File: src/rtl/gray_seq_ctrl.sv
`default_nettype none
// +----------------------------------------------------------------------------+
// | gray_seq_ctrl: handshaked Gray/binary sequence generator (IDLE/RUN/DONE).  |
// | Optional adjacency checker compiled in with macro GRAY_SEQ_CHECK_EN.       |
// | Revision: 1.0 - initial release                                            |
// +----------------------------------------------------------------------------+
module gray_seq_ctrl #(
    parameter int WIDTH = 3
) (
    input  logic             clk,
    input  logic             rst,
    input  logic             start,
    input  logic             abort,
    input  logic             dir,
    input  logic [WIDTH-1:0] start_val,
    input  logic [WIDTH-1:0] len,
    input  logic             out_ready,
    output logic             out_valid,
    output logic [WIDTH-1:0] out_gray,
    output logic [WIDTH-1:0] out_bin,
    output logic             busy,
    output logic             done,
    output logic             wrap,
    output logic             err
);

    typedef enum logic [1:0] {
        IDLE = 2'd0,
        RUN  = 2'd1,
        DONE = 2'd2
    } state_t;

    localparam logic [WIDTH-1:0] MAX_VAL  = {WIDTH{1'b1}};
    localparam logic [WIDTH-1:0] ONE_VAL  = WIDTH'(1);
    localparam logic [WIDTH:0]   FULL_LEN = {1'b1, {WIDTH{1'b0}}};

    state_t           r_state;
    logic             r_dir;
    logic [WIDTH:0]   r_total;
    logic [WIDTH:0]   r_cnt;

    logic             w_accept;
    logic [WIDTH-1:0] w_next_bin;
    logic [WIDTH:0]   w_start_total;

    function automatic logic [WIDTH-1:0] gray_of(input logic [WIDTH-1:0] b);
        return b ^ (b >> 1);
    endfunction

    function automatic logic wrap_of(input logic [WIDTH-1:0] b, input logic d);
        return d ? (b == '0) : (b == MAX_VAL);
    endfunction

    assign w_accept      = out_valid && out_ready;
    assign w_next_bin    = r_dir ? (out_bin - ONE_VAL) : (out_bin + ONE_VAL);
    // len of zero encodes a full 2^WIDTH-beat cycle, hence the extra counter bit
    assign w_start_total = (len == '0) ? FULL_LEN : {1'b0, len};

    always_ff @(posedge clk or negedge rst) begin
        if (!rst) begin
            r_state   <= IDLE;
            r_dir     <= 1'b0;
            r_total   <= '0;
            r_cnt     <= '0;
            out_valid <= 1'b0;
            out_bin   <= '0;
            out_gray  <= '0;
            busy      <= 1'b0;
            done      <= 1'b0;
            wrap      <= 1'b0;
        end else begin
            case (r_state)
                IDLE: begin
                    done <= 1'b0;
                    if (start && !abort) begin
                        r_state   <= RUN;
                        r_dir     <= dir;
                        r_total   <= w_start_total;
                        r_cnt     <= (WIDTH+1)'(1);
                        out_valid <= 1'b1;
                        out_bin   <= start_val;
                        out_gray  <= gray_of(start_val);
                        wrap      <= wrap_of(start_val, dir);
                        busy      <= 1'b1;
                    end
                end
                RUN: begin
                    if (abort) begin
                        r_state   <= IDLE;
                        out_valid <= 1'b0;
                        busy      <= 1'b0;
                        done      <= 1'b0;
                        wrap      <= 1'b0;
                    end else if (w_accept) begin
                        if (r_cnt == r_total) begin
                            r_state   <= DONE;
                            out_valid <= 1'b0;
                            busy      <= 1'b0;
                            done      <= 1'b1;
                            wrap      <= 1'b0;
                        end else begin
                            r_cnt    <= r_cnt + 1'b1;
                            out_bin  <= w_next_bin;
                            out_gray <= gray_of(w_next_bin);
                            wrap     <= wrap_of(w_next_bin, r_dir);
                        end
                    end
                end
                DONE: begin
                    r_state <= IDLE;
                    done    <= 1'b0;
                end
                default: begin
                    r_state   <= IDLE;
                    out_valid <= 1'b0;
                    busy      <= 1'b0;
                    done      <= 1'b0;
                    wrap      <= 1'b0;
                end
            endcase
        end
    end

`ifdef GRAY_SEQ_CHECK_EN
    logic [WIDTH-1:0] r_prev_gray;
    logic             r_have_prev;

    function automatic logic single_bit(input logic [WIDTH-1:0] v);
        int cnt;
        cnt = 0;
        for (int i = 0; i < WIDTH; i++) begin
            cnt = cnt + int'(v[i]);
        end
        return (cnt == 1);
    endfunction

    // Only consecutive accepted beats of one sequence are compared
    always_ff @(posedge clk or negedge rst) begin
        if (!rst) begin
            r_prev_gray <= '0;
            r_have_prev <= 1'b0;
            err         <= 1'b0;
        end else if (r_state == IDLE && start && !abort) begin
            r_have_prev <= 1'b0;
            err         <= 1'b0;
        end else if (r_state == RUN && !abort && w_accept) begin
            if (r_have_prev && !single_bit(r_prev_gray ^ out_gray)) begin
                err <= 1'b1;
            end
            r_prev_gray <= out_gray;
            r_have_prev <= 1'b1;
        end
    end
`else
    assign err = 1'b0;
`endif

endmodule
`default_nettype wire

File: config.mk
export PLATFORM = sky130hd
export DESIGN_NAME = gray_seq_ctrl
export DESIGN_NICKNAME = d
export VERILOG_FILES = /design/src/rtl/gray_seq_ctrl.sv
export SDC_FILE = /design/constraint.sdc
export NUM_CORES = 1
export LEC_CHECK = 0
export CAP_MARGIN = 20
export CELL_PAD_IN_SITES_DETAIL_PLACEMENT = 0
export CELL_PAD_IN_SITES_GLOBAL_PLACEMENT = 1
export CORE_MARGIN = 1.5
export CORE_UTILIZATION = 35
export DETAILED_ROUTE_END_ITERATION = 8
export PLACE_DENSITY = 0.85
export RECOVER_POWER = 50
export SYNTH_ARGS = -nofsm -noshare
export SYNTH_HDL_FRONTEND = slang
export SYNTH_SLANG_ARGS = --single-unit
File: constraint.sdc
create_clock -name clk -period 1.7 [get_ports clk]
set_input_delay 0.34 -clock clk [delete_from_list [all_inputs] [get_ports clk]]
set_output_delay 0.34 -clock clk [all_outputs]
set_load 0.02 [all_outputs]
After elaboration in Yosys (flattened, before gate mapping)

Cells that the tools add are included.

Register bits after elaboration: 20
Latch bits: 0
Bits in writable memories: 0
ROM bits: 0
Input port bits: 12
Output and inout port bits: 11
Logic and storage cells: 78
Memories kept: 0

$add $sub $neg: 3
$mul: 0
Div/mod/pow operators: 0
Magnitude comparators: 0
Equality and inequality tests: 11
Shift operators: 0
Mux-type cells: 38
Bitwise gates (word level): 3
Reductions and logical operators: 14

Operator list:

| operator                                                               | count |
|---|---|
| 3-bit 2-to-1 mux                                                       | 9 |
| 4-bit 2-to-1 mux                                                       | 5 |
| 1-bit 2-to-1 mux                                                       | 14 |
| 3-bit one-hot mux with 2 select lines                                  | 2 |
| 3-bit zero test                                                        | 3 |
| 2-bit 2-to-1 mux                                                       | 4 |
| 2-bit != test (second input constant)                                  | 4 |
| 4-bit one-hot mux with 2 select lines                                  | 1 |
| 3-bit equality test (second input constant)                            | 2 |
| 3-bit != test (second input constant)                                  | 2 |
| 1-bit one-hot mux with 3 select lines                                  | 2 |
| 3-bit AND reduction                                                    | 2 |
| 3-bit by 2-bit bitwise XOR with 3-bit output                           | 2 |
| 5-bit AND reduction                                                    | 1 |
| 4-bit by 1-bit adder with 4-bit output (second input constant)         | 1 |
| 4-bit equality test                                                    | 1 |
| 2-bit one-hot mux with 2 select lines                                  | 1 |
| 2-bit AND reduction                                                    | 2 |
| 4-bit AND reduction                                                    | 1 |
| 3-bit by 1-bit adder with 3-bit output (second input constant)         | 1 |
| 3-bit by 1-bit subtractor with 3-bit output (second input constant)    | 1 |
| 2-bit by 1-bit equality test with 1-bit output (second input constant) | 1 |
| 2-bit equality test (second input constant)                            | 1 |
| 1-bit logical AND                                                      | 2 |
| 4 further kinds                                                        | 4 |

Depth between registers and ports, before layout

Depth in word-level cells: 8
Depth in mapped cells: 6
Mapped depth without buffers: 6

Least setup slack after synthesis

OpenSTA, ideal clock, no wires.

Path type: register to register
Start point: register r_cnt[1]
End point: register out_bin[1]
Setup time: 0.125 ns
Arrival: 1.731 ns
Required time: 1.575 ns
Setup slack: -0.156 ns
Cell stages (with the launch flop): 6
Buffers on the path: 1
Period minus slack after synthesis: 1.856 ns
Cell sequence: dfrtp_1 xor2_1 or4_4 buf_6 a21oi_4 mux2_2

Cells in the longest elaborated chain, start to end: 3

Ends and longest elaborated chain:

| element                              | line | text |
|---|---|---|
| start, declared                      | 40   | `logic [WIDTH:0] r_cnt;` |
| start signal, assigned               | 79   | `r_cnt <= (WIDTH+1)'(1);` |
| start signal, assigned               | 102  | `r_cnt <= r_cnt + 1'b1;` |
| 4-bit equality test                  | 95   | `if (r_cnt == r_total) begin` |
| 2-bit != test (no source line)       | n/a  |  |
| 5-bit AND reduction (no source line) | n/a  |  |
| end signal, assigned                 | 81   | `out_bin <= start_val;` |
| end signal, assigned                 | 103  | `out_bin <= w_next_bin;` |
| end, declared                        | 20   | `output logic [WIDTH-1:0] out_bin,` |

No other way between the ends.
A chain may end at the register's enable or synchronous reset.

Final worst setup path

Start point: register r_total[0]
End point: register out_bin[1]

Cells in the longest elaborated chain, start to end: 3

Ends and longest elaborated chain:

| element                              | line | text |
|---|---|---|
| start, declared                      | 39   | `logic [WIDTH:0] r_total;` |
| start signal, assigned               | 78   | `r_total <= w_start_total;` |
| 4-bit equality test                  | 95   |  |
| 2-bit != test (no source line)       | n/a  |  |
| 5-bit AND reduction (no source line) | n/a  |  |

No other way between the ends.

==> reports/qor.yml <==
finalCritPeriodShare: 1.090
io-pin-count: 23
endpoint_kind: "register"
synth_top_area_cell: "dfrtp_1"
syn_inst: 117
reg2reg_depth: 4
post-place-ws_ps: -133.8
vias: 992
die_w_um: 60.75
clk_pin_slew_ps: 130
synth_top_area_frac: 0.4073
max-vdd-ir-drop_mv: 0.7118
period_needed_ps: 1852
dr.pass1.iters: 4
first_iter_violations: 5
vias_per_cell: 4.746
grt_max_degree: 20
start_kind: "register"
finalMaxSlewViolations: 0
max_slew_margin: 0.3095
holdCritPathClass: "reg2reg"
clock_path_buffers: 2
drive_above_1_share: 0.2970
reg2reg_slack_ps: -150
hold_viol: 0
async_flop_share: 1.000
nNetsFinal: 185
synth_area_per_cell_sq_um: 9.978
synth_nets: 136
clk_latency_ps: 300
reg2reg_from: "r_total[0]"
skew_ps: 16.03
synth_warnings: 0
p_per_area_nw_per_um2: 1722
grt_overflow: 0
diodes: 0
finalWorstSetupSlack_ps: -152.4
synth_area_sq_um: 1167
grt_pass1_wl_mm: 4.464
track_usage: 0.1628
hold_depth: 2
synth_edf_count: 0
area_growth_pct: 43.52
synth_cell_types: 39
detail-route-antenna-nets: 0
ys.flop_type: "dfrtp_1"
min-delay-start: "r_total[0]"
yosysSeqAreaShare: 0.4073
cts_made_buffers: 3
leakagePower_nw: 0.8228
drc: 0
worst-slew-pin-transition_ps: 1036
post_cts_buffers: 0
maxCapViolCount: 0
synth_common_cells: "nand2_1, dfrtp_1, ha_1, o21ai_0, xor2_1"
wl_mm: 2.597
cts_root_buf: "clkbuf_4"
rsz0062_at_grt: "yes"
synth.most_common_cell: "nand2_1"
crit_arrival_ps: 2040
setup_viol: 6
fp.coreArea_sq_um: 3103
cts.sinks: 19
crit_required_ps: 1880
nFillCells: 288
outcome: "finished with violations"
die_h_um: 60.75
cts-htree-levels: 1
violations: "setup timing"
path_class: "reg2reg"
numPortBuffers: 21
wl_per_cell_um: 12.43
grt_pass1_vias: 1026
place_congestion: 0.7824
rows: 20
holdPathEnd: "r_total[0]"
worstPathMaxFanout: 4
dp_hpwl_mm: 2.072
synth_area_leaders: "dfrtp_1, nand2_1, ha_1"
synth_seq_cells: 19
initial_core_util: 0.3762
cts_tree: "yes"
final_util: 0.5399
postCtsHoldBufs: 0
die_area_sq_um: 3691
antenna_found_initial: 0
max_clock_freq_mhz: 539.8
worstReg2RegEnd: "out_bin[1]"
-- logic make-up (layout without fill, tap and decap cells) --
kind of cell    count (synthesis)  count (layout)  share of synthesized area
xor+xnor                       10              10                    0.07502
mux                             8               8                    0.07288
buf+inv                        10              58                    0.05465
fa+ha+maj                       7               7                    0.08146
flops                          19              19                     0.4073
simple gates                   42              42                     0.1854
other cells                     1               1                   0.003212
compound gates                 20              20                     0.1201
-- registers in the layout (all words and copies together), names as in the netlist --
signal and count:
r_state 2, done 1, wrap 1, r_total 4
out_gray 3, out_bin 2, r_cnt 4, busy 1
r_dir 1
-- power by group --
group	leakage, nW	switching [mW]	internal (mW)
registers	0.236	0.184	0.631
clock network	0.0139	0.149	0.0895
logic	0.572	0.836	0.994
total	0.823	1.17	1.71
-- metal layers --
metal | part of all wire | track usage | vias to the layer above
li1 | - | - | 498
met5 | 0 | 0 | -
met2 | 0.49 | 0.2857 | 19
met4 | 0.0058 | 0.05280 | 0
met3 | 0.037 | 0.02559 | 2
met1 | 0.46 | 0.2045 | 473
-- worst max-delay path, stage by stage, from the launching register on --
cell and delay [ps]:
dfrtp_1 410, xor2_1 180, or4_4 550, a21oi_4 250, mux2_4 330
-- placed cells by master (no fill, tap or decap), types with 2 or more instances in the layout --
master | netlist | final
dfrtp_1 | 19 | 17
buf_4 | 3 | 28
o21ai_0 | 6 | 4
xnor2_1 | 4 | 3
xor2_1 | 6 | 6
dfrtp_2 | 0 | 2
nand2_1 | 25 | 25
dlygate4sd2_1 | 0 | 6
ha_1 | 6 | 5
inv_1 | 4 | 4
a21oi_1 | 4 | 4
nand3_1 | 3 | 3
nor3_1 | 2 | 2
clkbuf_4 | 0 | 3
mux2_4 | 0 | 3
clkdlybuf4s50_1 | 0 | 13
mux2i_1 | 4 | 4
-- worst max path at each step --
| stage | startpoint | endpoint | slack, ps | cells after the start |
|---|---|---|---|---|
| 3_3_place_gp | abort | out_bin[1] | -80 | 5 |
| 3_5_place_dp | abort | r_total[3] | -130 | 5 |
| 6_report | r_total[0] | out_bin[1] | -150 | 4 |
| 2_1_floorplan | r_cnt[2] | out_bin[1] | -130 | 5 |
| 4_1_cts | r_total[0] | out_bin[1] | -160 | 4 |
| 5_1_grt | r_total[0] | out_bin[1] | -210 | 4 |
-- what timing repair did --
action                                  CTS  global route
endpoints found under the setup margin   17            15
endpoints found under the hold margin     0             0
cloned                                    0             0
gates resized for setup                   9             5
pin swaps                                 2             0
-- stage by stage --
step                hold slack, ps  total power [mW]  instances  instance area [sq um]  setup TNS [ps]
floorplan                    44.41             1.970        117                   1190          -462.8
global placement             479.5             2.614        205                   1624          -470.4
detailed placement           489.0             2.661        205                   1624          -800.8
CTS                          351.2             2.880        209                   1653          -644.7
global route                 546.7             3.142        209                   1675           -1173
finish                       515.8             2.884        209                   1675          -579.7
-- layout make-up --
type	count	area, sq um	share of cell area
flip-flops and latches	19	478.0	0.2853
clock inverters	1	7.507	0.004481
clock buffers	3	22.52	0.01344
multi-input cells	88	678.2	0.4048
inverters	4	15.01	0.008962
repair buffers	50	419.2	0.2502
well taps	44	55.05	0.03286
(Power assumes the default switching activity.)
==> edit: new RTL, config.mk and constraints unchanged <==
The parameter `WIDTH` goes from 3 to 5.
--- a/src/rtl/gray_seq_ctrl.sv
+++ b/src/rtl/gray_seq_ctrl.sv
@@ -6,5 +6,5 @@
 // +----------------------------------------------------------------------------+
 module gray_seq_ctrl #(
-    parameter int WIDTH = 3
+    parameter int WIDTH = 5
 ) (
     input  logic             clk,
Interface: changed (resized len, out_bin, out_gray and start_val); port bits go from 23 to 31. No check against the original RTL was run, so the function may have changed too.
==> edit against the unedited design <==
Routed wire length is 63% higher. Cell area up 52%. Total power rose by 21%. Largest cell class unchanged. Combinational power increased by 18%. Synthesized area rose by 44%. Clock skew decreased by 0.014 ns. Setup slack got worse by 0.092 ns. The run still ends with negative setup slack left. Cell count grew 44%. Sequential cell count increased by 8.
==> edit: results (changes against the unedited design) <==
M1 WL=2006 um (+67%); max_slew headroom=53.71% (+23 points); WL met2=2010 um (+57%); hold_sp=abort; adder-cell share of the synthesized area=9.354% (+1.2 points); failing checks=negative setup slack; Arrival @ worst endpoint=2.11 ns (+0.07 ns); first-pass GRT wire length=7017 um (+57%); Total Nets Final=276 (+49%); register area share after synthesis=40.09% (-0.64 points); min setup slack post-route=-0.2447 ns (-0.09229 ns); clock group power=0.370 mW (+55%); post-synthesis compound-gate area fraction=13.96% (+2.0 points); Worst path slowest cell=dfrtp_2; Clock power frac=10.6% (+2.3 points); status=finished with violations; Cell variety after synth=44 (+13%); Commonest cells post-synth=dfrtp_1 (27), nand2_1 (27), nor2_1 (13), ha_1 (11), xnor2_1 (10); GRT Total Usage=17.08% (+0.80 points); routed wl met3=145 um (+53%); final WL=4241 um (+63%); DP HPWL=3082 um (+49%); Top Registers=r_cnt (6), r_total (6), out_gray (5); cells taking the most area after synthesis=dfrtp_1 (40%), ha_1 (8.2%), nand2_1 (6.0%); endpoints failing setup=6 (unchanged); DR vias/cell=4.963 (+4.6%); Pint=2.149 mW (+25%); Max VDD drop=0.7726 mV (+8.5%); Buffers on Ports=29 (+38%); Top Family by Delay on Critical Path=multiplexers; CTS root buf=clkbuf_8
## edit: cell count changes after synthesis, sizes merged, moves of 4 or more
cell   delta
a21oi     +4
dfrtp     +8
ha        +5
inv       +5
nor2     +12
o31ai     +5
xnor2     +6
## edit: worst max-delay path by stage
stage,from,end,cells after the start
after floorplan,out_bin[1]$_DFFE_PN0P_,wrap$_DFFE_PN0P_,6
after detailed placement,abort,out_bin[2]$_DFFE_PN0P_,5
final,r_dir$_DFFE_PN0P_,out_bin[3]$_DFFE_PN0P_,7
after global placement,abort,out_bin[2]$_DFFE_PN0P_,5
after CTS,out_bin[1]$_DFFE_PN0P_,wrap$_DFFE_PN0P_,6
after global routing,out_bin[1]$_DFFE_PN0P_,wrap$_DFFE_PN0P_,6
## edit: timing repair
item	in CTS	in global routing
pin swaps	5	9
cloned	0	0
setup buffers	6	5
hold endpoints to repair	0	0
resized for setup	9	26
setup endpoints to repair	11	19
## edit: stage by stage
stage	utilization (%)	cells	setup slack [ns]	hold slack [ns]	setup TNS, ns
detailed placement	49.23	287	-0.3503	0.4856	-4.939
CTS	51.73	296	-0.2071	0.4476	-0.8990
global route	54.35	301	-0.3431	0.4498	-1.522
global placement	49.23	287	-0.3497	0.4753	-4.880
floorplan	-	174	-0.1882	0.04441	-0.4519
finish	54.35	301	-0.2447	0.4447	-0.9641
## edit: area by class of cell
type	count	area, sq um
clock buffers	3	41.29
clock inverters	1	5.005
fillers	402	2142
inverters	9	33.78
multi-input cells	130	1076
flip-flops and latches	27	679.4
well taps	54	67.56
repair buffers	77	646.9
## edit: metal layers
| layer | vias to the layer above | track usage [%] |
|---|---|---|
| met5 | - | 0 |
| met4 | 0 | 6.499 |
| met3 | 6 | 2.083 |
| met2 | 34 | 28.19 |
| met1 | 708 | 22.97 |
| li1 | 746 | - |
